[src/rtl/quad_pkg.sv]
// Shared types and step decoding for the quadrature decoder.
package quad_pkg;

  localparam int unsigned FILT_LEN_MAX = 15;

  typedef enum logic [1:0] {
    PH_00 = 2'b00,
    PH_01 = 2'b01,
    PH_11 = 2'b11,
    PH_10 = 2'b10
  } phase_t;

  typedef enum logic [1:0] {
    STEP_NONE,
    STEP_FWD,
    STEP_REV,
    STEP_ILL
  } step_t;

  function automatic phase_t next_fwd(phase_t ph);
    case (ph)
      PH_00:   next_fwd = PH_01;
      PH_01:   next_fwd = PH_11;
      PH_11:   next_fwd = PH_10;
      default: next_fwd = PH_00;
    endcase
  endfunction

  function automatic step_t decode_step(phase_t old_ph, phase_t new_ph);
    if (old_ph == new_ph) begin
      decode_step = STEP_NONE;
    end else if ((old_ph ^ new_ph) == 2'b11) begin
      decode_step = STEP_ILL;
    end else if (new_ph == next_fwd(old_ph)) begin
      decode_step = STEP_FWD;
    end else begin
      decode_step = STEP_REV;
    end
  endfunction

endpackage

[src/rtl/quad_in_filter.sv]
// 2-FF synchroniser followed by a run-length de-glitch filter for one phase input.
module quad_in_filter
  import quad_pkg::*;
#(
  parameter int unsigned FILT_LEN = 2
) (
  input  logic clk,
  input  logic rst,
  input  logic din,
  output logic dout
);

  localparam int unsigned RunW = $clog2(FILT_LEN_MAX + 1);

  logic            sync1_q, sync2_q;
  logic            filt_q, filt_d;
  logic [RunW-1:0] run_q, run_d;

  always_ff @(posedge clk or posedge rst) begin
    if (rst) begin
      sync1_q <= 1'b0;
      sync2_q <= 1'b0;
      filt_q  <= 1'b0;
      run_q   <= '0;
    end else begin
      sync1_q <= din;
      sync2_q <= sync1_q;
      filt_q  <= filt_d;
      run_q   <= run_d;
    end
  end

  // Run counter holds the number of consecutive differing samples already seen.
  always_comb begin
    filt_d = filt_q;
    run_d  = '0;
    if (sync2_q != filt_q) begin
      if (run_q == RunW'(FILT_LEN - 1)) begin
        filt_d = sync2_q;
      end else begin
        run_d = run_q + 1'b1;
      end
    end
  end

  assign dout = filt_q;

endmodule

[src/rtl/quad_dec_counter.sv]
// Quadrature decoder: filtered phase tracking, inc/dec/err pulses and a wrapping position count.
module quad_dec_counter
  import quad_pkg::*;
#(
  parameter int unsigned FILT_LEN = 2,
  parameter int unsigned CNT_W    = 8
) (
  input  logic             clk,
  input  logic             rst,
  input  logic             qa,
  input  logic             qb,
  input  logic             clr,
  output logic             inc,
  output logic             dec,
  output logic             err,
  output logic             err_sticky,
  output logic [CNT_W-1:0] cnt
);

  typedef enum logic {StAcq, StTrack} state_e;

  // Acquire lasts until a level held through reset has crossed synchroniser and filter.
  localparam int unsigned AcqCycles = FILT_LEN + 3;
  localparam int unsigned AcqW      = 5;

  logic             filt_a, filt_b;
  phase_t           ph_new, phase_q, phase_d;
  state_e           state_q, state_d;
  logic [AcqW-1:0]  acq_q, acq_d;
  step_t            step;
  logic             inc_q, inc_d, dec_q, dec_d, err_q, err_d;
  logic             sticky_q, sticky_d;
  logic [CNT_W-1:0] cnt_q, cnt_d;

  quad_in_filter #(.FILT_LEN(FILT_LEN)) u_filt_a (
    .clk  (clk),
    .rst  (rst),
    .din  (qa),
    .dout (filt_a)
  );

  quad_in_filter #(.FILT_LEN(FILT_LEN)) u_filt_b (
    .clk  (clk),
    .rst  (rst),
    .din  (qb),
    .dout (filt_b)
  );

  assign ph_new = phase_t'({filt_a, filt_b});
  assign step   = decode_step(phase_q, ph_new);

  always_ff @(posedge clk or posedge rst) begin
    if (rst) begin
      state_q  <= StAcq;
      acq_q    <= '0;
      phase_q  <= PH_00;
      inc_q    <= 1'b0;
      dec_q    <= 1'b0;
      err_q    <= 1'b0;
      sticky_q <= 1'b0;
      cnt_q    <= '0;
    end else begin
      state_q  <= state_d;
      acq_q    <= acq_d;
      phase_q  <= phase_d;
      inc_q    <= inc_d;
      dec_q    <= dec_d;
      err_q    <= err_d;
      sticky_q <= sticky_d;
      cnt_q    <= cnt_d;
    end
  end

  always_comb begin
    state_d = state_q;
    acq_d   = acq_q;
    phase_d = ph_new;
    inc_d   = 1'b0;
    dec_d   = 1'b0;
    err_d   = 1'b0;
    unique case (state_q)
      StAcq: begin
        if (acq_q == AcqW'(AcqCycles - 1)) begin
          state_d = StTrack;
        end else begin
          acq_d = acq_q + 1'b1;
        end
      end
      StTrack: begin
        inc_d = (step == STEP_FWD);
        dec_d = (step == STEP_REV);
        err_d = (step == STEP_ILL);
      end
    endcase

    sticky_d = sticky_q | err_d;
    cnt_d    = cnt_q;
    if (inc_q) begin
      cnt_d = cnt_q + 1'b1;
    end else if (dec_q) begin
      cnt_d = cnt_q - 1'b1;
    end
    if (clr) begin
      cnt_d    = '0;
      sticky_d = 1'b0;
    end
  end

  assign inc        = inc_q;
  assign dec        = dec_q;
  assign err        = err_q;
  assign err_sticky = sticky_q;
  assign cnt        = cnt_q;

endmodule

[config.mk]
export PLATFORM = sky130hd
export DESIGN_NAME = quad_dec_counter
export DESIGN_NICKNAME = d
export VERILOG_FILES = /design/src/rtl/quad_pkg.sv /design/src/rtl/quad_in_filter.sv /design/src/rtl/quad_dec_counter.sv
export SDC_FILE = /design/constraint.sdc
export NUM_CORES = 1
export LEC_CHECK = 0
export CAP_MARGIN = 20
export CELL_PAD_IN_SITES_DETAIL_PLACEMENT = 0
export CELL_PAD_IN_SITES_GLOBAL_PLACEMENT = 1
export CORE_UTILIZATION = 45
export CTS_CLUSTER_DIAMETER = 120
export DETAILED_ROUTE_END_ITERATION = 8
export PLACE_DENSITY = 0.76
export SETUP_SLACK_MARGIN = 0.3
export SYNTH_ARGS = -nofsm -noshare
export SYNTH_HDL_FRONTEND = slang
export SYNTH_HIERARCHICAL = 1
export SYNTH_SLANG_ARGS = --single-unit
[constraint.sdc]
create_clock -name clk -period 2.3 [get_ports clk]
set_clock_uncertainty 0.15 [all_clocks]
set_input_delay 0.69 -clock clk [delete_from_list [all_inputs] [get_ports clk]]
set_output_delay 0.69 -clock clk [all_outputs]
set_load 0.01 [all_outputs]
==> results of run 1 <==
[worst min-delay path by stage]
stage,slack (ns),to
after floorplan,0.18,u_filt_a/sync2_q
after global placement,0.19,u_filt_b/sync2_q
after detailed placement,0.19,u_filt_a/sync2_q
after CTS,0.20,u_filt_a/sync2_q
after global routing,0.21,u_filt_a/sync2_q
final,0.20,u_filt_a/sync2_q
[power groups by stage]
stage | registers, mW | clock network (mW) | logic (mW)
finish | 0.896 | 0.455 | 1.25
global route | 0.919 | 0.494 | 1.39
global placement | 0.901 | 0 | 1.19
CTS | 0.896 | 0.472 | 1.21
floorplan | 0.914 | 0 | 0.867
detailed placement | 0.911 | 0 | 1.20
[metal layers]
layer | GRT usage, % | wire (um) | vias up
met3 | 3.70 | 73 | 7
met1 | 20.8 | 1360 | 607
met4 | 10.0 | 64 | 0
met2 | 31.4 | 1730 | 16
met5 | 0 | 0 | -
li1 | - | - | 605
[cell families (layout without fill, tap and decap cells)]
group,count (synthesis),after routing,share of synthesized area [%]
AO/OA/AOI/OAI,25,25,11.1
buffers and inverters,15,43,3.35
multiplexers,2,2,1.71
adder cells (fa/ha/maj),13,13,9.70
AND/OR/NAND/NOR,56,56,18.2
flip-flops,34,34,48.5
XOR/XNOR,15,15,7.49
[synth_stat cells, drive strengths merged]
cell type	count
or2	1
mux2	2
ha	12
inv	13
nand4b	1
nor4b	1
fa	1
nor3b	4
a32o	1
a211o	2
o221ai	1
a31oi	2
o21ai	2
and3	3
a211oi	1
o41ai	1
nand2	7
o211ai	2
nor3	3
xnor2	9
and2b	2
dfrtp	34
nand3	7
and4	1
o21a	4
and4bb	1
or4	1
a21o	4
a21oi	4
a41oi	1
nor2	19
or3	3
nor2b	2
buf	2
xor2	6
[through the flow]
stage	instance area [um2]	setup slack, ns
after global placement	1980	0.122
after floorplan	1750	0.342
final	2120	0.358
after detailed placement	1980	0.0950
after global routing	2120	0.260
after CTS	2090	0.308
[state kept, by name (all words and copies together) (netlist names), 2 cells and up]
name and flops:
acq_q 5, phase_q 2, u_filt_b/run_q 4, cnt 8
u_filt_a/run_q 4
[layout make-up]
cell class                      count  area, um2  area share (%)
Sequential cell                    34        852            40.2
Inverter                           13       52.6            2.48
Tap cell                           48       60.1            2.84
Multi-Input combinational cell    111        863            40.8
Timing Repair Buffer               22        195            9.21
Clock buffer                        6       82.6            3.90
Clock inverter                      2       12.5           0.591
[critical path, delay by kind of cell (launching register included)]
family	cells	cell delay, ns
and+or+nand+nor	2	0.43
DFF	1	0.39
adders and majority gates	1	0.39
AOI/OAI and AO/OA	2	0.32
buffers and inverters	1	0.19
[repair_timing]
| action | CTS | global route |
|---|---|---|
| cloned | 0 | 0 |
| endpoints found under the hold margin | 0 | 0 |
| hold buffers | 0 | 0 |
| pin swaps | 0 | 1 |
| setup buffers | 3 | 1 |
| resized for setup | 13 | 5 |
| setup endpoints to repair | 15 | 6 |
==> metrics.csv, run 1 <==
metric,value,unit
outcome,completed,
setup-violations-final,0,
min_period_over_period,84.4,%
drt_iter0_markers,70,
grt_max_degree,21,
holdWs,0.201,ns
p_sw_share,38.1,%
finalCriticalPeriod,1.94,ns
power.share.clock,17.5,%
peakVddDrop,0.000461,V
cts.sinks,34,
max_slew_margin,58.3,%
initial_utilization,47.6,%
timing.rr.end,cnt[5],
hold_path.class,reg2reg,
yosys.cell_types.count,41,
worstSetupPathType,reg2reg,
finalMaxSlewViolations,0,
final_common_cell,dfrtp_1,
gp_congestion,0.838,
seq_area_frac_synth,48.5,%
dieArea,4150,um2
antennaDiodeCount,0,
layout-drive-gt1-share,16.5,%
core,3690,um2
worstSetupEndpointType,register,
tns,0,ns
grt_usage,18.1,%
fin_cells,236,
path_clk_slew,0.07,ns
hold_viol,0,
grt_pass1_vias,1277,
clock.fmax,0.515,GHz
grt_overflow,0,
h-tree-depth,2,
syn2layout_area_growth,20.8,%
die_h,64.4,um
cp_data_required_time,2.37,ns
p_seq_share,34.5,%
die_w,64.4,um
grt_pass1_wl,5610,um
r2r_cells,6,
numCtsBuffers,5,
dp.cells,224,
power.internal,1.61,mW
synth_top_cell_area_share,48.5,%
num_vias,1235,
clk_latency,0.28,ns
synth_area_leaders,"dfrtp_1, ha_1, xnor2_1",
worst-r2r-setup-slack,0.36,ns
slowest_stage,dfrtp_2,
synth_top_cell_by_area,dfrtp_1,
hold_depth,0,
tightest_slew,0.625,ns
worstPathMaxFanout,7,
min_from,u_filt_a/sync1_q,
max_stage_delay,0.39,ns
std_cell_rows,22,
antenna_found_initial,0,
vias_per_cell,5.23,
wl_per_cell,13.7,um
hpwl,2330,um
rsz0062_at_grt,true,
synth-seq-cells,34,
cp.arrival,2.02,ns
syn_nets,178,
p_leak,1.02,nW
n_fill_cell,341,
synth_cells,160,
io_pins,17,
drcViolationCount,0,
p_sw,0.990,mW
avgSynthCellArea,11.0,um2
crit_path_end,cnt[5],
final_util,57.4,%
layout_common_cells,"dfrtp_1, nor2_1, inv_1, ha_1, dlygate4sd2_1",
comb_power_share,48.0,%
worstReg2RegStart,inc,
startpoint,inc,
nets,205,
root_buffer,clkbuf_8,
cts_tree,done,
clockBufferDepth,2,
critPathLaunchType,register,
drt_wl_total,3230,um
total_power,2.60,mW
port_buffers,16,
power_density,1230,nW/um2
ant_nets,0,
syn_area,1750,um2
synth_warnings,6,
cp_cell_sequence,"clkinvlp_4, ha_1, o21a_1, a21oi_2, or3_1, nand3_1",
dr.pass1.iters,4,
drv_cap,0,
(Power assumes the default switching activity.)
==> run 2, diff against run 1 <==
==> constraint.sdc (replaced) <==
create_clock -name clk -period 1.95 [get_ports clk]
set_clock_uncertainty 0.15 [all_clocks]
set_input_delay 0.585 -clock clk [delete_from_list [all_inputs] [get_ports clk]]
set_output_delay 0.585 -clock clk [all_outputs]
set_load 0.01 [all_outputs]
==> metrics.csv, run 2 (synthesis results as in run 1) <==
metric,value,unit
outcome,completed,
tightest_slew,0.323,ns
antenna_found_initial,0,
cp.arrival,1.85,ns
drcViolationCount,0,
peakVddDrop,0.000676,V
min_period_over_period,92.8,%
syn2layout_area_growth,30.0,%
path_clk_slew,0.07,ns
initial_utilization,47.6,%
grt_overflow,0,
worstReg2RegStart,inc,
worstSetupPathType,reg2reg,
cts_tree,done,
gp_congestion,0.847,
largest_reg_flops,8,
nets,218,
hold_buffers,0,
io_pins,17,
p_leak,1.06,nW
finalCriticalPeriod,1.81,ns
timing.rr.end,cnt[4],
core,3690,um2
ant_nets,0,
grt_pass1_vias,1344,
std_cell_rows,22,
wl_per_cell,14.0,um
rsz0062_at_grt,true,
final_common_cell,dfrtp_1,
h-tree-depth,2,
wl_met3,167,um
holdWs,0.222,ns
dieArea,4150,um2
max_slew_margin,78.1,%
wl_met2,1750,um
topRoutingLayerUsed,met4,
drt_wl_total,3470,um
hold_viol,0,
numCtsBuffers,5,
n_fill_cell,327,
worstPathMaxFanout,4,
crit_path_end,cnt[4],
placed_cell_area,2080,um2
hold_path.class,reg2reg,
hpwl,2390,um
power_density,1500,nW/um2
num_vias,1326,
grt_usage,19.0,%
antennaDiodeCount,0,
worst-r2r-setup-slack,0.14,ns
clockBufferDepth,2,
critPathLaunchType,register,
final_area,2280,um2
finalMaxSlewViolations,0,
dr.pass1.iters,4,
layout_common_cells,"dfrtp_1, buf_4, nor2_1",
cts.sinks,34,
drt_iter0_markers,64,
layout-drive-gt1-share,32.0,%
setup-violations-final,0,
met1Wirelength,1480,um
vias_per_cell,5.35,
grt_max_degree,21,
root_buffer,clkbuf_8,
cp_data_required_time,1.99,ns
clk_latency,0.29,ns
worstSetupEndpointType,register,
die_w,64.4,um
die_h,64.4,um
startpoint,inc,
drv_cap,0,
port_buffers,16,
r2r_cells,6,
clock.fmax,0.553,GHz
grt_pass1_wl,5980,um
final_util,61.8,%
[run 2: cell count changes in the layout (fill, tap and decap cells not counted), moves of 2 or more]
cell	delta
ha_1	-5
buf_4	+12
ha_4	+5
clkdlybuf4s15_1	+2
buf_2	+4
buf_6	+2
dlygate4sd2_1	-10
clkinvlp_4	-2
clkbuf_2	+4
[run 2: worst min path at each step]
stage	from	end	slack (ns)	cells after the start
4_1_cts	u_filt_b/sync1_q	u_filt_b/sync2_q	0.22	0
5_1_grt	u_filt_a/sync1_q	u_filt_a/sync2_q	0.24	0
6_report	u_filt_a/sync1_q	u_filt_a/sync2_q	0.22	0
3_3_place_gp	u_filt_b/sync1_q	u_filt_b/sync2_q	0.18	0
2_1_floorplan	u_filt_a/sync1_q	u_filt_a/sync2_q	0.18	0
3_5_place_dp	u_filt_a/sync1_q	u_filt_a/sync2_q	0.20	0
[run 2: repair_timing]
action,4_1_cts,5_1_grt
endpoints found under the setup margin,17,15
resized for setup,34,15
buffers inserted,14,2
cloned,0,0
pin swaps,5,10
[run 2: per-stage QoR]
stage	cells	power, mW	setup TNS (ns)	worst slack (ns)
global placement	225	2.65	-0.0830	-0.0635
finish	248	3.41	0	0.140
floorplan	160	2.26	0	0.224
detailed placement	225	2.72	-0.140	-0.0853
CTS	246	3.35	0	0.105
global route	248	3.67	0	0.0725
[run 2: area by class of cell]
class	count	area, um2	area share, %
Sequential cell	34	853	37.4
Clock inverter	2	10.0	0.439
Timing Repair Buffer	35	268	11.7
Multi-Input combinational cell	111	960	42.1
Tap cell	48	60.1	2.63
Clock buffer	5	68.8	3.02
Inverter	13	61.3	2.69
[run 2: where the power goes]
group          switching [mW]  internal, mW  total (mW)
clock                   0.248         0.239       0.487
combinational           0.922         0.973        1.89
sequential              0.144         0.888        1.03
total                    1.31          2.10        3.41
[run 2: metal layers]
metal,up-vias,global-route usage (%)
met5,-,0
met4,0,10.0
met3,8,4.93
met2,35,31.6
met1,650,22.6
li1,633,-
[run 2: critical path, cell delays in order, from the launching register on]
cell and delay, ns:
dfrtp_2 0.41, buf_6 0.14, fa_2 0.42, nor2b_4 0.13, o21a_4 0.15, nor3_2 0.04
o41ai_2 0.26
==> run 3, diff against run 2 <==
--- a/config.mk
+++ b/config.mk
@@ -8,10 +8,11 @@
 export CAP_MARGIN = 20
 export CELL_PAD_IN_SITES_DETAIL_PLACEMENT = 0
 export CELL_PAD_IN_SITES_GLOBAL_PLACEMENT = 1
-export CORE_UTILIZATION = 45
+export CORE_UTILIZATION = 46
+export CTS_BUF_LIST = sky130_fd_sc_hd__clkbuf_2
 export CTS_CLUSTER_DIAMETER = 120
 export DETAILED_ROUTE_END_ITERATION = 8
-export PLACE_DENSITY = 0.76
+export PLACE_DENSITY = 0.77
 export SETUP_SLACK_MARGIN = 0.3
 export SYNTH_ARGS = -nofsm -noshare
 export SYNTH_HDL_FRONTEND = slang
==> metrics.csv, run 3 (synthesis results as in run 1) <==
metric,value,unit
dp.cells,225,
min_period_over_period,95.7,%
syn2layout_area_growth,30.6,%
clock.fmax,0.536,GHz
cts_tree,done,
grt_usage,18.9,%
drv_cap,0,
finalCriticalPeriod,1.87,ns
outcome,completed,
die_w,63.8,um
power.internal,2.21,mW
fin_cells,249,
layout_common_cells,"dfrtp_1, nor2_1, buf_4",
p_sw_share,37.4,%
antenna_found_initial,0,
min_from,u_filt_b/sync1_q,
grt_max_degree,21,
worstPathMaxFanout,7,
r2r_cells,7,
h-tree-depth,2,
hpwl,2390,um
p_sw,1.32,mW
rsz0062_at_grt,true,
final_common_cell,dfrtp_1,
peakVddDrop,0.000857,V
vias_per_cell,5.18,
critPathLaunchType,register,
max_slew_margin,62.8,%
worstSetupEndpointType,register,
worstReg2RegStart,inc,
io_pins,17,
grt_overflow,0,
comb_power_share,53.8,%
std_cell_rows,22,
numCtsBuffers,5,
nets,218,
power.share.clock,17.0,%
grt_pass1_wl,5750,um
clockBufferDepth,2,
root_buffer,clkbuf_2,
cp.arrival,1.99,ns
drcViolationCount,0,
holdPathEnd,u_filt_b/sync2_q,
tightest_slew,0.557,ns
wl_per_cell,13.8,um
n_fill_cell,302,
gp_congestion,0.854,
finalMaxSlewViolations,0,
path_clk_slew,0.21,ns
p_seq_share,29.2,%
total_power,3.53,mW
dr.pass1.iters,4,
drt_wl_total,3430,um
antennaDiodeCount,0,
ant_nets,0,
worst-r2r-setup-slack,0.08,ns
p_leak,1.08,nW
clk_latency,0.39,ns
power_density,1540,nW/um2
cts.sinks,34,
hold_path.class,reg2reg,
grt_pass1_vias,1300,
dieArea,4060,um2
core,3660,um2
cp_data_required_time,2.08,ns
largest_reg_flops,8,
layout-drive-gt1-share,33.3,%
drt_iter0_markers,72,
holdWs,0.228,ns
hold_buffers,0,
port_buffers,16,
setup-violations-final,0,
timing.rr.end,cnt[5],
hold_depth,0,
initial_utilization,47.9,%
die_h,63.8,um
num_vias,1289,
hold_viol,0,
worstSetupPathType,reg2reg,
run 3: cell count changes in the layout (fill, tap and decap cells not counted), moves of 3 or more:
cell / change
buf_2: +7
buf_4: -3
buf_6: +3
clkbuf_8: -5
clkdlybuf4s15_1: -3
run 3: worst max-delay path: stages, from the launching register on:
cell     delay (ns)
dfrtp_2        0.45
buf_6          0.14
inv_12         0.09
ha_4           0.21
a211o_4        0.35
a21oi_4        0.17
or3_1          0.13
nand3_1        0.05
run 3: metal layers:
| layer | routed length, um | track usage, % | part of all wire [%] | vias up |
|---|---|---|---|---|
| li1 | - | - | - | 637 |
| met1 | 1530 | 23.3 | 45 | 610 |
| met2 | 1690 | 31.5 | 49 | 33 |
| met3 | 138 | 4.82 | 4.0 | 9 |
| met4 | 70 | 7.39 | 2.0 | 0 |
| met5 | 0 | 0 | 0 | - |
run 3: timing repair:
action | CTS | global route
endpoints found under the setup margin | 17 | 20
pin swaps | 1 | 4
gates resized for setup | 51 | 11
buffers inserted | 11 | 5
run 3: worst max path at each step:
stage | from | slack [ns] | endpoint
final | inc | 0.08 | cnt[5]
after global routing | inc | 0.02 | cnt[5]
after CTS | inc | 0.08 | cnt[4]
after detailed placement | clr | -0.13 | cnt[5]
after global placement | clr | -0.12 | cnt[5]
after floorplan | inc | 0.22 | cnt[5]
run 3: stage by stage:
| step | utilization (%) | setup TNS [ns] | setup WS (ns) | instance area [um2] |
|---|---|---|---|---|
| 2_1_floorplan | - | 0 | 0.224 | 1850 |
| 3_3_place_gp | 56.8 | -0.185 | -0.116 | 2080 |
| 3_5_place_dp | 56.8 | -0.259 | -0.126 | 2080 |
| 4_1_cts | 60.5 | 0 | 0.0812 | 2220 |
| 5_1_grt | 62.6 | 0 | 0.0198 | 2290 |
| 6_report | 62.6 | 0 | 0.0845 | 2290 |
run 3: power by group through the flow:
stage	Sequential [mW]	Clock, mW	Combinational (mW)
2_1_floorplan	1.10	0	1.15
3_3_place_gp	1.09	0	1.55
3_5_place_dp	1.10	0	1.61
4_1_cts	1.03	0.627	1.75
5_1_grt	1.05	0.649	2.08
6_report	1.03	0.602	1.90
run 3: layout make-up:
type | count | area [um2] | share of cell area, %
multi-input combinational | 111 | 960 | 41.9
sequential | 34 | 852 | 37.2
timing repair buffer | 35 | 264 | 11.5
clock inverter | 3 | 68.8 | 3.00
inverter | 13 | 61.3 | 2.68
tap | 48 | 60.1 | 2.62
clock buffer | 5 | 25.0 | 1.09
